===== config.mk =====
export PLATFORM = sky130hd
export DESIGN_NAME = voice_allocator
export DESIGN_NICKNAME = d
export VERILOG_FILES = /design/src/rtl/synth_pkg.sv /design/src/rtl/voice_age_tracker.sv /design/src/rtl/voice_allocator.sv
export SDC_FILE = /design/constraint.sdc
export NUM_CORES = 2
export LEC_CHECK = 0
export ABC_CLOCK_PERIOD_IN_PS = 25900
export BUFFER_PORTS_ARGS = -buffer_cell sky130_fd_sc_hd__buf_2
export CORE_MARGIN = 8
export CORE_UTILIZATION = 35
export DETAILED_ROUTE_END_ITERATION = 10
export GPL_ROUTABILITY_DRIVEN = 0
export HOLD_SLACK_MARGIN = 0.08
export SLEW_MARGIN = 0
export SYNTH_ARGS = -nofsm -noshare
export SYNTH_HDL_FRONTEND = slang
export SYNTH_SLANG_ARGS = --single-unit

===== constraint.sdc =====
create_clock -name clk -period 25.9 [get_ports clk]
set_input_delay 3.885 -clock clk [delete_from_list [all_inputs] [get_ports clk]]
set_output_delay 3.885 -clock clk [all_outputs]
set_load 0.05 [all_outputs]

===== src/rtl/synth_pkg.sv =====
// Shared types and defaults for the synth voice path.
// Voice counts, note/phase typedefs, unity volume, allocator FSM states.
package synth_pkg;

  localparam int DEF_NUM_VOICES = 8;
  localparam int DEF_TOP_NOTE   = 31;
  localparam int DEF_AGE_W      = 8;

  typedef logic [7:0]  note_t;
  typedef logic [$clog2(DEF_NUM_VOICES)-1:0] voice_idx_t;
  typedef logic [31:0] phase_t;

  // Q11.20 unity gain
  localparam phase_t FULL_VOL = 32'h0010_0000;

  typedef enum logic [1:0] {
    IDLE,
    SCAN,
    COMMIT
  } alloc_state_t;

endpackage


===== src/rtl/voice_age_tracker.sv =====
// Per-voice saturating age counters used to pick a steal victim.
// Ports: clk, reset, clr/clr_idx (zero one voice), bump (mask of +1), ages.
module voice_age_tracker
  import synth_pkg::*;
#(
  parameter int NUM_VOICES = DEF_NUM_VOICES,
  parameter int AGE_W      = DEF_AGE_W,
  localparam int IW        = $clog2(NUM_VOICES)
) (
  input  logic                               clk,
  input  logic                               reset,
  input  logic                               clr,
  input  logic [IW-1:0]                      clr_idx,
  input  logic [NUM_VOICES-1:0]              bump,
  output logic [NUM_VOICES-1:0][AGE_W-1:0]   ages
);

  always_ff @(posedge clk or posedge reset) begin
    if (reset) begin
      ages <= '0;
    end else begin
      for (int i = 0; i < NUM_VOICES; i++) begin
        if (clr && clr_idx == IW'(i))
          ages[i] <= '0;
        else if (bump[i] && ages[i] != '1)
          ages[i] <= ages[i] + 1'b1;
      end
    end
  end

endmodule


===== src/rtl/voice_allocator.sv =====
// Polyphonic voice allocator: retrigger, else lowest free, else steal oldest.
// Ports: clk, reset, ev_* handshake in, per-voice freq/volume/gate out, alloc info.
module voice_allocator
  import synth_pkg::*;
#(
  parameter int NUM_VOICES = DEF_NUM_VOICES,
  parameter int TOP_NOTE   = DEF_TOP_NOTE,
  parameter int AGE_W      = DEF_AGE_W,
  localparam int IW        = $clog2(NUM_VOICES)
) (
  input  logic                            clk,
  input  logic                            reset,
  input  logic                            ev_valid,
  output logic                            ev_ready,
  input  logic                            ev_on,
  input  logic [7:0]                      ev_note,
  input  logic [31:0]                     ev_freq,
  output logic [NUM_VOICES-1:0][31:0]     frequencies,
  output logic [NUM_VOICES-1:0][31:0]     voice_volumes,
  output logic [NUM_VOICES-1:0]           voice_gate,
  output logic [IW-1:0]                   alloc_voice,
  output logic                            alloc_stolen
);

  alloc_state_t state, nstate;

  logic armed;
  logic [IW-1:0] scan_idx;
  logic lat_on;
  note_t lat_note;
  phase_t lat_freq;

  logic hit_ok, free_ok, old_ok;
  logic [IW-1:0] hit_idx, free_idx, old_idx;
  logic [AGE_W-1:0] old_age;

  note_t [NUM_VOICES-1:0] notes;
  logic [NUM_VOICES-1:0][AGE_W-1:0] ages;

  logic legal, do_on, do_off, steal;
  logic [IW-1:0] pick_idx;
  logic [NUM_VOICES-1:0] pick_mask, bump;

  // Ready comes up one edge after reset release.
  assign ev_ready = armed && (state == IDLE);

  always_ff @(posedge clk or posedge reset) begin
    if (reset) begin
      state <= IDLE;
      armed <= 1'b0;
    end else begin
      state <= nstate;
      armed <= 1'b1;
    end
  end

  always_comb begin
    nstate = state;
    unique case (state)
      IDLE:    if (ev_valid && ev_ready) nstate = SCAN;
      SCAN:    if (scan_idx == IW'(NUM_VOICES - 1)) nstate = COMMIT;
      COMMIT:  nstate = IDLE;
      default: nstate = IDLE;
    endcase
  end

  // Scan comparator: one voice per cycle against stable voice state.
  always_ff @(posedge clk or posedge reset) begin
    if (reset) begin
      scan_idx <= '0;
      lat_on   <= 1'b0;
      lat_note <= '0;
      lat_freq <= '0;
      hit_ok   <= 1'b0;
      free_ok  <= 1'b0;
      old_ok   <= 1'b0;
      hit_idx  <= '0;
      free_idx <= '0;
      old_idx  <= '0;
      old_age  <= '0;
    end else if (state == IDLE) begin
      if (ev_valid && ev_ready) begin
        lat_on   <= ev_on;
        lat_note <= ev_note;
        lat_freq <= ev_freq;
        scan_idx <= '0;
        hit_ok   <= 1'b0;
        free_ok  <= 1'b0;
        old_ok   <= 1'b0;
        old_age  <= '0;
      end
    end else if (state == SCAN) begin
      scan_idx <= scan_idx + 1'b1;
      if (voice_gate[scan_idx] && notes[scan_idx] == lat_note && !hit_ok) begin
        hit_ok  <= 1'b1;
        hit_idx <= scan_idx;
      end
      if (!voice_gate[scan_idx] && !free_ok) begin
        free_ok  <= 1'b1;
        free_idx <= scan_idx;
      end
      // Strict compare keeps the lowest index on age ties.
      if (voice_gate[scan_idx] && (!old_ok || ages[scan_idx] > old_age)) begin
        old_ok  <= 1'b1;
        old_idx <= scan_idx;
        old_age <= ages[scan_idx];
      end
    end
  end

  assign legal     = int'(lat_note) <= TOP_NOTE;
  assign do_on     = (state == COMMIT) && lat_on && legal;
  assign do_off    = (state == COMMIT) && !lat_on && legal;
  assign steal     = !hit_ok && !free_ok;
  assign pick_idx  = hit_ok ? hit_idx : (free_ok ? free_idx : old_idx);
  assign pick_mask = NUM_VOICES'(1) << pick_idx;
  assign bump      = do_on ? (voice_gate & ~pick_mask) : '0;

  voice_age_tracker #(
    .NUM_VOICES(NUM_VOICES),
    .AGE_W     (AGE_W)
  ) u_age (
    .clk    (clk),
    .reset  (reset),
    .clr    (do_on),
    .clr_idx(pick_idx),
    .bump   (bump),
    .ages   (ages)
  );

  always_ff @(posedge clk or posedge reset) begin
    if (reset) begin
      frequencies   <= '0;
      voice_volumes <= '0;
      voice_gate    <= '0;
      notes         <= '0;
      alloc_voice   <= '0;
      alloc_stolen  <= 1'b0;
    end else begin
      alloc_stolen <= 1'b0;
      if (do_on) begin
        voice_gate[pick_idx]    <= 1'b1;
        voice_volumes[pick_idx] <= FULL_VOL;
        frequencies[pick_idx]   <= lat_freq;
        notes[pick_idx]         <= lat_note;
        alloc_voice             <= pick_idx;
        alloc_stolen            <= steal;
      end
      if (do_off) begin
        for (int i = 0; i < NUM_VOICES; i++) begin
          if (voice_gate[i] && notes[i] == lat_note) begin
            voice_gate[i]    <= 1'b0;
            voice_volumes[i] <= '0;
          end
        end
      end
    end
  end

endmodule

# Word level (Yosys, flattened, before mapping)
# Index checks and enable logic that the tools add are counted.
# op_classes
order_cmp	5
eq_ne	29
n_addsub	9
shifts	1
muxes	74
n_reduce_logical	65
div_mod_pow	0
n_bitwise	7
mul	0
# op_table
operator	count
two-way mux 256 bit	2
two-way mux 32 bit	9
bitwise mux 256 bit	1
bitwise AND 248 bit	1
NOT 248 bit	1
two-way mux 8 bit	26
demux 32 bit (select 3 bit)	1
== test 8 bit	9
adder 8 x 1 -> 8 bit, second input constant	8
bitwise mux 64 bit	1
inequality test 8 bit, second input constant	8
binary-select mux 8 bit (select 3 bit)	2
logical AND 1 bit	36
demux 8 bit (select 3 bit)	1
nonzero test 2 bit	12
two-way mux 1 bit	21
AND reduction 3 bit	6
OR 8 bit	2
== test 3 bit, second input constant	5
two-way mux 3 bit	5
bitwise AND 8 bit	1
> comparator 8 bit	1
<= comparator 8 x 5 -> 1 bit, second input constant	1
< comparator 3 x 4 -> 1 bit, second input constant	2
20 further kinds	28
# totals
ramBits	0
in_bits	44
mem_count	0
ff_bits	719
out_inout_bits	525
romBits	0
latch_bits	0
wordCells	238

# Longest topological paths before layout
# logic_depth
depth_word	11
ltp_mapped	14

# Hierarchy
# A second synthesis with hierarchy kept.
# hier_totals
hier_cells	2360
area_unflattened_um2	29131.7
# by_module_without_submodules
module	n_inst	area_per_inst_um2	cells_each	seq_area_each_um2
voice_allocator	1	25354.3	1973	16390.7
voice_age_tracker	1	3777.4	387	1601.5

# Worst setup path after synthesis
# OpenSTA, ideal clock, no wires.
# synth_timing
path_type	register -> output
start	register state[1]
end	output port ev_ready
arrival_ns	1.629
required_time_ns	22.015
path_stages_with_launch	2
slack_ns	20.386
n_path_buf	0
path_cell_list	dfrtp_1 > nor3b_1
# synth_via
elab_chain_cells	2
# synth_lines
element	line	text
start: declaration	voice_allocator.sv:25	alloc_state_t state, nstate;
start signal: assignment	voice_allocator.sv:52	state <= nstate;
zero test 2 bit	voice_allocator.sv:45	assign ev_ready = armed && (state == IDLE);
logical AND 1 bit	voice_allocator.sv:45	
end: declaration	voice_allocator.sv:14	output logic ev_ready,
# No other way between the ends.

# Worst setup path in the final report
# Ends and elaborated chain as after synthesis.

==> reports/metrics.yaml <==
critical_path:
  critPathArrivalTime_ps: 2000
  cp.required_ps: 22010
  r2r_cells: 11
  critical_path.endpoint_type: "primary output"
  r2r_end: "old_idx[2]"
  cp_cell_sequence: "nor3b_1 -> buf_2"
  reg2reg_slack_ps: 21330
  path_class: "flop to primary output"
  r2r-start: "scan_idx[0]"
  cp-start-kind: "flop"
  worstPathMaxFanout: 4
  critPathMaxStageDelay_ps: 580
  crit_slowest_cell: "nor3b_1"
finish:
  fin_nets: 2979
  fin_util_pct: 43.39
  final_area_mm2: 0.03495
  fin_cells: 4041
  fillers: 7555
  syn2layout_area_growth_pct: 22.76
  drive_above_1_share_pct: 31.94
clock_network:
  cts_sinks: 719
  cts_hold_buf: 0
  cts_max_level: 3
  cts_tree: "yes"
  clk-insertion-delay-late_ps: 630
  ctsResizeCount: 0
  cts-root-buf: "clkbuf_16"
  post-cts-setup-buffer-count: 0
  clock_tree.buffer_depth: 3
  cts.clk_slew.worst_paths_ps: 60
  numCtsBuffers: 79
detailed_routing:
  wl_per_cell_um: 20.46
  via_count: 19118
  viasPerCell: 4.731
  drt_iter0_drc: 1108
  dr.pass1.iters: 4
  routed_wirelength_um: 82660
  ant_nets: 0
  drcViolationCount: 0
timing:
  rsz0062_at_grt: "no"
  fin_tns_setup_ps: 0
  period_minus_slack_ps: 5882
  relSlewSlack_pct: 20.15
  worst_pin_slew_ps: 1194
  final_max_slew_viol_count: 0
  fmax_mhz: 170.0
  skew_ps: 31.08
  period_share_pct: 22.71
  setup-violations-final: 0
  finalHoldViolCount: 0
synth:
  synthMuxAreaShare_pct: 10.36
  synth_edf_count: 0
  synthTopCellsByArea: "dfrtp_1, nand2_1, mux2_2"
  syn-cell-area_mm2: 0.02847
  synthSimpleGateAreaFrac_pct: 17.48
  syn_avg_cell_area_um2: 11.87
  synth_area_leader_cell: "dfrtp_1"
  yosys.cell_count.top_type: "dfrtp_1"
  synth_compound_area_share_pct: 1.398
  synthDistinctLibCells: 44
  synth_xor_area_share_pct: 3.907
  yosys-top-cells-count: "dfrtp_1, nand2_1, mux2_2"
  synthArstFlopShare_pct: 100.0
  syn_nets: 2461
  synthAdderAreaFrac_pct: 0.7911
  synth-main-ff-cell: "dfrtp_1"
  ys_seq_area_share_pct: 63.20
  synth_top_family_by_area: "simple AND/OR/NAND/NOR gates"
  synth_top_area_share_pct: 63.20
  netlist_instances: 2399
  yosys_warnings: 0
  ys_ff_latch: 719
global_route:
  grt_overflow: 0
  grt_pass1_wl_um: 125400
  grt_usage_pct: 17.69
  grt_pass1_vias: 19528
  antenna_found_initial: 7
  grt_max_degree: 109
placed_design:
  portBuffers: 568
  dpl_cell_area_mm2: 0.03223
  place_inst: 3896
  hpwl_um: 55130
power:
  fin_total_pwr_uw: 2800
  ir_drop_uv: 47.29
  p_per_area_mw_per_mm2: 80.11
  power.leakage_uw: 0.01981
die:
  start_util_pct: 35.35
  core.rowCount: 104
  die_y_um: 301.2
  io_pins: 569
  die_x_um: 301.2
  design.die.area_mm2: 0.09072
  core-area_mm2: 0.08055
outcome:
  outcome: "completed"
run:
  drv_cap: 0
hold_path:
  min_to: "frequencies[30]"
  hold_depth: 2
  min_from: "frequencies[30]"
  hold_class: "flop to flop"
kinds of logic (layout without fill, tap and decap cells):
family | count (synthesis) | in the layout
AND/OR/NAND/NOR | 1075 | 1075
flip-flops | 719 | 719
multiplexers | 233 | 233
buffers and inverters | 180 | 755
XOR/XNOR | 127 | 127
AO/OA/AOI/OAI | 46 | 46
adder cells (fa/ha/maj) | 18 | 18
other | 1 | 8
state kept, by name (all words and copies together), names as in the netlist:
signal / cells
frequencies: 256
u_age.ages: 64
hit_idx: 3
voice_gate: 8
alloc_voice: 3
old_age: 8
free_ok: 1
scan_idx: 3
old_ok: 1
alloc_stolen: 1
voice_volumes: 256
notes: 64
hit_ok: 1
lat_note: 8
state: 2
lat_on: 1
armed: 1
old_idx: 3
free_idx: 3
lat_freq: 32
placed cells by master, fill, tap and decap left out, types with 8 or more instances in the layout:
master,netlist,layout
and2_1,138,137
and3_1,134,134
and4_1,8,8
buf_2,78,568
buf_4,2,31
bufinv_16,0,8
clkbuf_1,74,15
clkbuf_16,0,80
clkbuf_8,0,12
clkinv_2,0,12
dfrtp_1,719,718
ha_1,18,18
inv_1,18,17
mux2_2,171,171
mux2i_1,31,31
mux4_2,27,27
nand2_1,620,619
nand2b_1,10,10
nand3_1,21,18
nand4_1,18,18
nor2_1,86,82
nor2_4,0,8
nor2b_1,19,17
nor4_1,8,8
o21a_1,15,15
o21ai_0,14,14
xnor2_1,55,55
xor2_1,72,72
power breakdown:
| part | total [uW] | internal, uW | switching [uW] |
|---|---|---|---|
| combinational | 325 | 115 | 210 |
| sequential | 1310 | 1180 | 137 |
| clock | 1160 | 688 | 474 |
| total | 2800 | 1980 | 820 |
area by class of cell:
class                           count  area [um^2]  area share [%]
Tap cell                         1060         1326           3.795
Clock buffer                      107         2223           6.362
Clock inverter                     31        476.7           1.364
Multi-Input combinational cell   1500         9762           27.93
Antenna cell                        7        17.52         0.05012
Inverter                           18        75.07          0.2148
Timing Repair Buffer              599         3075           8.800
Sequential cell                   719        17990           51.48
metal layers:
layer	global-route usage, %	share of wire, %
met2	28.17	48
met1	23.22	43
met3	4.445	6.7
met5	0	0
met4	6.672	3.2
per-stage QoR:
step / hold WS [ps] / worst slack, ps
after floorplan: 478.6 / 1846
after global placement: 453.5 / 19470
after detailed placement: 457.7 / 19440
after CTS: 471.5 / 19980
after global routing: 486.0 / 19830
final: 466.4 / 20020
worst max-delay path, delay by kind of cell (launching register included):
family                 cells  cell delay [ps]
flip-flops                 1              400
buffers and inverters      1              390
AND/OR/NAND/NOR            1              580
worst max-delay path by stage:
stage,endpoint,depth (start not counted),startpoint
floorplan,alloc_stolen,1,reset
global placement,lat_freq[21],4,reset
detailed placement,frequencies[160],4,reset
CTS,ev_ready,2,state[1]
global route,frequencies[211],4,reset
finish,ev_ready,2,state[1]
Power figures use the tool's default switching activity.
